File: src/rtl/motion_sequencer.sv
// Waypoint scheduler: buffers joint-space goals, slews the joint targets at a
// bounded rate, waits for encoder arrival and raises a sticky fault on timeout.
module motion_sequencer #(
   parameter int DEPTH   = 4,
   parameter int STEP    = 8,
   parameter int TOL     = 2,
   parameter int SETTLE  = 16,
   parameter int TIMEOUT = 4096
) (
   input  logic       clk,
   input  logic       reset,
   input  logic       cmd_valid,
   output logic       cmd_ready,
   input  logic [9:0] cmd_j1,
   input  logic [9:0] cmd_j2,
   input  logic [9:0] cmd_j3,
   input  logic [9:0] enc1,
   input  logic [9:0] enc2,
   input  logic [9:0] enc3,
   input  logic       abort,
   output logic [9:0] target1,
   output logic [9:0] target2,
   output logic [9:0] target3,
   output logic       busy,
   output logic       done,
   output logic       fault,
   output logic [7:0] wp_count
);
   localparam int AW = $clog2(DEPTH);
   localparam int CW = $clog2(DEPTH + 1);
   localparam int TW = $clog2(TIMEOUT + 1);
   localparam int SW = $clog2(SETTLE + 1);

   typedef enum logic [2:0] {
      S_IDLE, S_LOAD, S_SLEW, S_SETTLE, S_DONE, S_FAULT
   } state_t;

   state_t        state, state_next;
   logic [29:0]   fifo_mem [DEPTH];
   logic [AW-1:0] wr_ptr, rd_ptr;
   logic [CW-1:0] fifo_count, count_next;
   logic [9:0]    g1, g2, g3;
   logic [9:0]    slew1, slew2, slew3;
   logic [TW-1:0] timeout_cnt;
   logic [SW-1:0] settle_cnt;
   logic          full, push, pop, flush;
   logic          arrived, in_tol, timed_out, settled;

   function automatic logic [10:0] abs_diff(input logic [9:0] a, input logic [9:0] b);
      return (a >= b) ? ({1'b0, a} - {1'b0, b}) : ({1'b0, b} - {1'b0, a});
   endfunction

   // One rate-limited step of t toward g; a target already at its goal holds.
   function automatic logic [9:0] slew_toward(input logic [9:0] t, input logic [9:0] g);
      logic [10:0] d;
      logic [9:0]  s;
      d = abs_diff(g, t);
      s = (d < 11'(STEP)) ? d[9:0] : 10'(STEP);
      return (g >= t) ? t + s : t - s;
   endfunction

   assign full      = (fifo_count == CW'(DEPTH));
   assign cmd_ready = !full && !fault;

   assign slew1 = slew_toward(target1, g1);
   assign slew2 = slew_toward(target2, g2);
   assign slew3 = slew_toward(target3, g3);

   assign arrived   = (slew1 == g1) && (slew2 == g2) && (slew3 == g3);
   assign in_tol    = (abs_diff(enc1, g1) <= 11'(TOL)) &&
                      (abs_diff(enc2, g2) <= 11'(TOL)) &&
                      (abs_diff(enc3, g3) <= 11'(TOL));
   assign timed_out = (timeout_cnt == TW'(TIMEOUT - 1));
   assign settled   = in_tol && (settle_cnt == SW'(SETTLE - 1));

   always_ff @(posedge clk or posedge reset) begin
      if (reset) state <= S_IDLE;
      else       state <= state_next;
   end

   // Timeout wins over arrival; abort wins over everything.
   always_comb begin
      state_next = state;
      case (state)
         S_IDLE:   if (fifo_count != '0) state_next = S_LOAD;
         S_LOAD:   state_next = S_SLEW;
         S_SLEW:   if (timed_out) state_next = S_FAULT;
                   else if (arrived) state_next = S_SETTLE;
         S_SETTLE: if (timed_out) state_next = S_FAULT;
                   else if (settled) state_next = S_DONE;
         S_DONE:   state_next = S_IDLE;
         S_FAULT:  state_next = S_FAULT;
         default:  state_next = S_IDLE;
      endcase
      if (abort) state_next = S_IDLE;
   end

   assign pop   = (state == S_IDLE) && (fifo_count != '0) && !abort;
   assign flush = abort || ((state_next == S_FAULT) && (state != S_FAULT));
   assign push  = cmd_valid && cmd_ready && !flush;

   always_comb begin
      count_next = fifo_count;
      if (flush)              count_next = '0;
      else if (push && !pop)  count_next = fifo_count + CW'(1);
      else if (pop && !push)  count_next = fifo_count - CW'(1);
   end

   always_ff @(posedge clk) begin
      if (push) fifo_mem[wr_ptr] <= {cmd_j1, cmd_j2, cmd_j3};
   end

   always_ff @(posedge clk or posedge reset) begin
      if (reset) begin
         wr_ptr     <= '0;
         rd_ptr     <= '0;
         fifo_count <= '0;
      end else begin
         fifo_count <= count_next;
         if (flush) begin
            wr_ptr <= '0;
            rd_ptr <= '0;
         end else begin
            if (push) wr_ptr <= wr_ptr + AW'(1);
            if (pop)  rd_ptr <= rd_ptr + AW'(1);
         end
      end
   end

   always_ff @(posedge clk or posedge reset) begin
      if (reset) begin
         g1          <= '0;
         g2          <= '0;
         g3          <= '0;
         target1     <= '0;
         target2     <= '0;
         target3     <= '0;
         timeout_cnt <= '0;
         settle_cnt  <= '0;
         busy        <= 1'b0;
         done        <= 1'b0;
         fault       <= 1'b0;
         wp_count    <= '0;
      end else begin
         if (pop) {g1, g2, g3} <= fifo_mem[rd_ptr];
         if ((state == S_SLEW) && !abort) begin
            target1 <= slew1;
            target2 <= slew2;
            target3 <= slew3;
         end
         if (abort || (state == S_LOAD)) begin
            timeout_cnt <= '0;
            settle_cnt  <= '0;
         end else if ((state == S_SLEW) || (state == S_SETTLE)) begin
            timeout_cnt <= timeout_cnt + TW'(1);
            if (state == S_SETTLE) settle_cnt <= in_tol ? settle_cnt + SW'(1) : '0;
         end
         // Outputs are registered from the next state so they line up with it.
         done  <= (state_next == S_DONE);
         fault <= (state_next == S_FAULT);
         busy  <= (state_next inside {S_LOAD, S_SLEW, S_SETTLE, S_DONE}) || (count_next != '0);
         if (state_next == S_DONE) wp_count <= wp_count + 8'd1;
      end
   end
endmodule

File: config.mk
export PLATFORM = sky130hd
export DESIGN_NAME = motion_sequencer
export DESIGN_NICKNAME = d
export VERILOG_FILES = /design/src/rtl/motion_sequencer.sv
export SDC_FILE = /design/constraint.sdc
export NUM_CORES = 1
export LEC_CHECK = 0
export CORE_MARGIN = 3
export CORE_UTILIZATION = 55
export CTS_CLUSTER_DIAMETER = 60
export DETAILED_ROUTE_END_ITERATION = 10
export PLACE_DENSITY = 0.81
export SLEW_MARGIN = 20
export SYNTH_ARGS = -nofsm -noshare
export SYNTH_HDL_FRONTEND = slang
export SYNTH_SLANG_ARGS = --single-unit
File: constraint.sdc
create_clock -name clk -period 8.05 [get_ports clk]
set_input_delay 0.805 -clock clk [delete_from_list [all_inputs] [get_ports clk]]
set_output_delay 0.805 -clock clk [all_outputs]
set_load 0.005 [all_outputs]
After elaboration in Yosys (flattened, before gate mapping)
Memory sizes are Yosys's and may differ from the RTL's. A register that Yosys moved wholly into a read port is not among the register bits.
Cells that the tools add are included.
{ "op_classes": {"reduce_logical": 33, "magnitude_cmp": 12, "mux": 34, "n_eq_ne": 16, "add_sub_neg": 25} }
{ "op_table": {"columns": ["cell", "n"], "rows": [
  ["subtractor 10 x 10 -> 11 bit", 12],
  ["two-way mux 11 bit", 6],
  [">= comparator 10 bit", 6],
  ["two-way mux 10 bit", 6],
  ["less-or-equal comparator 11 x 2 -> 1 bit (second input constant)", 3],
  ["less-than comparator 11 x 4 -> 1 bit (second input constant)", 3],
  ["adder 10 bit", 3],
  ["equality test 10 bit", 3],
  ["subtractor 10 bit", 3],
  ["two-way mux 3 bit", 9],
  ["two-way mux 13 bit", 2],
  ["two-way mux 5 bit", 4],
  ["one-hot mux 3 bit (5 select lines)", 1],
  ["logical AND 1 bit", 14],
  ["adder 13 x 1 -> 13 bit (second input constant)", 1],
  ["equality test 13 x 12 -> 1 bit (second input constant)", 1],
  ["equality test 3 x 2 -> 1 bit (second input constant)", 4],
  ["equality test 3 bit (second input constant)", 4],
  ["adder 8 x 1 -> 8 bit (second input constant)", 1],
  ["two-way mux 2 bit", 4],
  ["nonzero test 2 bit", 4],
  ["equality test 3 x 1 -> 1 bit (second input constant)", 2],
  ["zero test 1 bit", 6],
  ["nonzero test 3 bit", 2],
  ["other kinds (11)", 16]
]} }
{ "word_totals": {"n_memories": 1, "ramBits": 120, "wordCells": 134, "reg_bits": 69, "out_inout_bits": 42} }
{ "mem_list": {"columns": ["name", "depth", "width", "read_ports", "rd_ports_with_merged_regs", "wr", "line", "source"], "rows": [
  ["fifo_mem", 4, 30, 1, 1, 1, "39", "logic [29:0] fifo_mem [DEPTH];"]
]} }

Longest topological paths before layout
{ "depth": {"ltp_word": 25, "depth_mapped": 29} }

Worst setup path after synthesis
Ideal clock, no wire load.
{ "synth_timing": {"kind": "register to register", "start": "register target3[6]", "end": "register state[0]", "slack_ns": 1.672, "stages_incl_launch_ff": 28, "arrival_time_ns": 6.274, "n_path_buf": 2, "cell_sequence": "dfrtp_1 > inv_1 > ha_1 > clkbuf_1 > nand2_1 > o41a_1 > a21boi_0 > a21bo_2 > buf_2 > or4_1 > o41ai_1 > o2111ai_1 > or2_2 > ha_1 > nand2_1 > o21ai_0 > fa_1 > xor2_1 > or3_1 > nor3_1 > nand4_1 > nor4_1 > nand4_1 > or4_1 > a2111oi_0 > and4b_1 > a31oi_1 > a221oi_1"} }
{ "synth_via": {"elab_chain_cells": 12, "word_cells_on_any_way": 15, "cone_classes": "add/sub: 4; order compare: 2; eq/ne: 1; mux: 7; reduce/logical: 1"} }
{ "synth_rtl": {"columns": ["item", "line", "source"], "rows": [
  ["from (decl)", "23", "output logic [9:0] target3,"],
  ["from (signal assigned)", "149", "target3 <= slew3;"],
  ["subtractor 10 x 10 -> 11 bit / >= comparator 10 bit (equally long branches)", "50, 59", null],
  ["two-way mux 11 bit", "50", "return (a >= b) ? ({1'b0, a} - {1'b0, b}) : ({1'b0, b} - {1'b0, a});"],
  ["less-than comparator 11 x 4 -> 1 bit", "58", "s = (d < 11'(STEP)) ? d[9:0] : 10'(STEP);"],
  ["two-way mux 10 bit", "58", null],
  ["subtractor 10 bit / adder 10 bit (equally long branches)", "59", "return (g >= t) ? t + s : t - s;"],
  ["two-way mux 10 bit *", "59", null],
  ["via slew3[1]", "43", "logic [9:0] slew1, slew2, slew3;"],
  ["equality test 10 bit *", "69", "assign arrived = (slew1 == g1) && (slew2 == g2) && (slew3 == g3);"],
  ["logical AND 1 bit *", "69", null],
  ["two-way mux 3 bit *", "88", "else if (arrived) state_next = S_SETTLE;"],
  ["two-way mux 3 bit *", "87", "S_SLEW: if (timed_out) state_next = S_FAULT;"],
  ["one-hot mux 3 bit (5 select lines) *", "84", "case (state)"],
  ["two-way mux 3 bit *", "95", "if (abort) state_next = S_IDLE;"],
  ["via state_next[0]", "38", "state_t state, state_next;"],
  ["to (signal assigned)", "78", "else state <= state_next;"],
  ["to (decl)", "38", null]
]} }
The timed path passes the listed nets; every way through them passes the cells marked *.
A chain may end at the register's enable or synchronous reset.

Worst setup path in the final report
{ "layout_timing": {"start": "register target1[1]", "end": "register state[0]"} }
{ "layout_via": {"elab_chain_cells": 13, "word_cells_on_any_way": 16, "cone_classes": "add/sub: 4; order compare: 2; eq/ne: 1; mux: 7; reduce/logical: 2"} }
{ "layout_rtl": {"columns": ["item", "line", "source"], "rows": [
  ["from (decl)", "21", "output logic [9:0] target1,"],
  ["from (signal assigned)", "147", "target1 <= slew1;"],
  ["subtractor 10 x 10 -> 11 bit / >= comparator 10 bit (equally long branches)", "50, 59", null],
  ["two-way mux 11 bit", "50", null],
  ["less-than comparator 11 x 4 -> 1 bit", "58", null],
  ["two-way mux 10 bit", "58", null],
  ["subtractor 10 bit / adder 10 bit (equally long branches)", "59", null],
  ["two-way mux 10 bit *", "59", null],
  ["equality test 10 bit *", "69", null],
  ["logical AND 1 bit * (2 in series)", "69", null],
  ["two-way mux 3 bit *", "88", null],
  ["two-way mux 3 bit *", "87", null],
  ["one-hot mux 3 bit (5 select lines) *", "84", null],
  ["two-way mux 3 bit *", "95", null],
  ["via state_next[0]", "38", null]
]} }
Marks and branches as above.

==> out/results.ini <==
[synthesis]
synth.cell_area_mm2 = 0.0168
synth_area_per_cell_um2 = 9.51
synth_ff_type = edfxtp_1
synth_nets = 2010
postSynth.asyncResetShare_pct = 45.2
yosys.area.top_type = edfxtp_1
syn_inst = 1770
ys_top_cells_by_area = edfxtp_1 (21%), dfrtp_1 (15%), ha_1 (12%)
synth_edf_count = 120
ys_ff_latch = 219
synth_top_area_share_pct = 21.4
ys_types = 90
yosysSeqAreaShare_pct = 36.1
ys.warnings.count = 0

[routing]
firstDrtPassIters = 6
vias = 14124
drtIter0Drc = 1081
routed_via_density = 6.26
drt-total-wl_um = 47900
drc = 0
wire_per_inst_um = 21.2
ant_nets = 0

[cts]
cts_made_buffers = 27
cts_tree = built
clk_pin_slew_ps = 60
clk_path_buf_depth = 3
clk_latency_ps = 550
numClockSinks = 219
hold_buffers = 0
cts_resized = 0
h-tree-depth = 1
clockRootBuffer = clkbuf_16
cts_setup_buffers = 0

[status]
status = finished clean

[floorplan]
die_h_um = 181
row_count = 63
pin_count = 106
die_w_um = 181
start_util_pct = 56.3
dieArea_mm2 = 0.0327
fp.coreArea_mm2 = 0.0299

[layout]
nets = 2087
final_util_pct = 64.1
area_growth_pct = 13.8
fillers = 2449
drive_gt1_share_pct = 6.80
layout_commonest_cell = ha_1
final_cell_mix = ha_1 (161), nand2_1 (154), inv_1 (145), o21ai_0 (134), a21oi_1 (132)
antenna_cells = 0

[sta]
setup_violations = 0
finClkSkew_ps = 17.2
worst_pin_slew_ps = 993
slew_violations = 0
fin_crit_ps = 7510
hold_viol = 0
relSlewSlack_pct = 33.4
rsz0062_at_grt = false
setup_tns_ps = 0
period_share_pct = 93.2
fmax_mhz = 133

[placement]
gp_congestion = 0.978
dpl.hpwl_um = 36200
io_buffers = 105

[hold_path]
holdCritPathClass = reg2reg

[critical_path]
crit_fanout = 10
crit_required_ps = 8480
crit_type = reg2reg
slowest_delay_ps = 680
path_buf_inv = 2
crit_slowest_cell = nor3_1
cp_top_family = simple AND/OR/NAND/NOR gates
cp.arrival_ps = 7940
crit_path_start_kind = flip-flop
endpoint_kind = flip-flop
path_common_cell = nand4_1

[global_route]
track_usage_pct = 28.5
grt_pass1_wl_um = 76100
antenna_found_initial = 0
grt_max_degree = 62
grt_pass1_vias = 13717
grt_overflow = 0

[run]
max_cap_violations = 0

## stage by stage
step | hold slack [ps] | instances | instance area, um2 | setup slack [ps]
4_1_cts | 484 | 2258 | 19200 | 695
3_5_place_dp | 472 | 2208 | 18200 | 739
5_1_grt | 529 | 2258 | 19200 | 157
2_1_floorplan | 450 | 1770 | 16800 | 1670
3_3_place_gp | 460 | 2208 | 18200 | 832
6_report | 485 | 2258 | 19200 | 544
## registers in the layout (all words and copies together) (netlist names), 2 cells and up
name         flops
target2         10
rd_ptr           2
target3         10
fifo_count       3
timeout_cnt     13
wr_ptr           2
g1              10
target1         10
state            3
g2              10
wp_count         8
settle_cnt       5
g3              10
fifo_mem       120
## layer usage
layer  global-route usage (%)  wire length, um  vias up
met1                     40.3            20800     6898
met5                        0                0        -
met3                     4.41             3570       92
li1                         -                -     6586
met4                     9.40             1730        0
met2                     45.4            21800      548
## worst paths after layout
check | startpoint | to | slack (ps) | cells past startpoint
worst max-delay path | target1[1] | state[0] | 540 | 26
worst min register to register | settle_cnt[4] | settle_cnt[4] | 480 | 2
max in group asynchronous | reset | target1[2] | 6170 | 3
min in group asynchronous | reset | wp_count[7] | 690 | 2
worst min-delay path | settle_cnt[4] | settle_cnt[4] | 480 | 2
worst max register to register | target1[1] | state[0] | 540 | 26
## tightest hold or removal path: stages, from the launching register on
cell	delay (ps)
dfrtp_1	340
nand2_1	50
o21ai_0	60
## cell usage after synthesis, types with 5 or more instances
cell,n
and4_1,9
nand3_1,47
nand4_1,18
xor2_1,37
nand2b_1,19
a21o_1,48
a2111oi_0,7
o211ai_1,5
and2_1,8
clkbuf_1,57
a31oi_1,19
o21ai_0,134
nor2_1,100
inv_1,146
o31ai_1,7
o21a_1,14
a211o_1,7
a211oi_1,15
mux2_2,8
o2111ai_1,5
nor3b_1,6
a21boi_0,7
nor2b_1,17
a221oi_1,10
a21oi_1,132
ha_1,161
o31a_1,9
buf_2,7
or3_1,18
o22ai_1,8
nor4_1,19
fa_1,15
o21bai_1,8
edfxtp_1,120
xnor2_1,77
nand2_1,154
and3_1,23
mux4_2,30
mux2i_1,18
or2_2,8
nor3_1,31
dfrtp_1,99
nand3b_1,5
## cell families (layout without fill, tap and decap cells)
kind of cell / count (synthesis) / count (layout) / synth area share, %
flops: 219 / 219 / 36.1
fa+ha+maj: 176 / 176 / 13.8
buf+inv: 217 / 315 / 4.98
mux: 57 / 57 / 5.71
xor+xnor: 115 / 115 / 6.07
simple gates: 497 / 497 / 14.6
compound gates: 489 / 489 / 18.8
## final cells by class
class                   count  area [um2]  share of cell area, %
inverters                 147         554                   2.89
well taps                 390         488                   2.55
clock buffers              32         714                   3.73
flip-flops and latches    219        6080                   31.8
clock inverters            18         254                   1.33
multi-input cells        1334        9910                   51.7
repair buffers            118        1150                   6.00
Power is not shown: default switching activity piles up to over one toggle a cycle in this logic, so the estimate is an artifact.
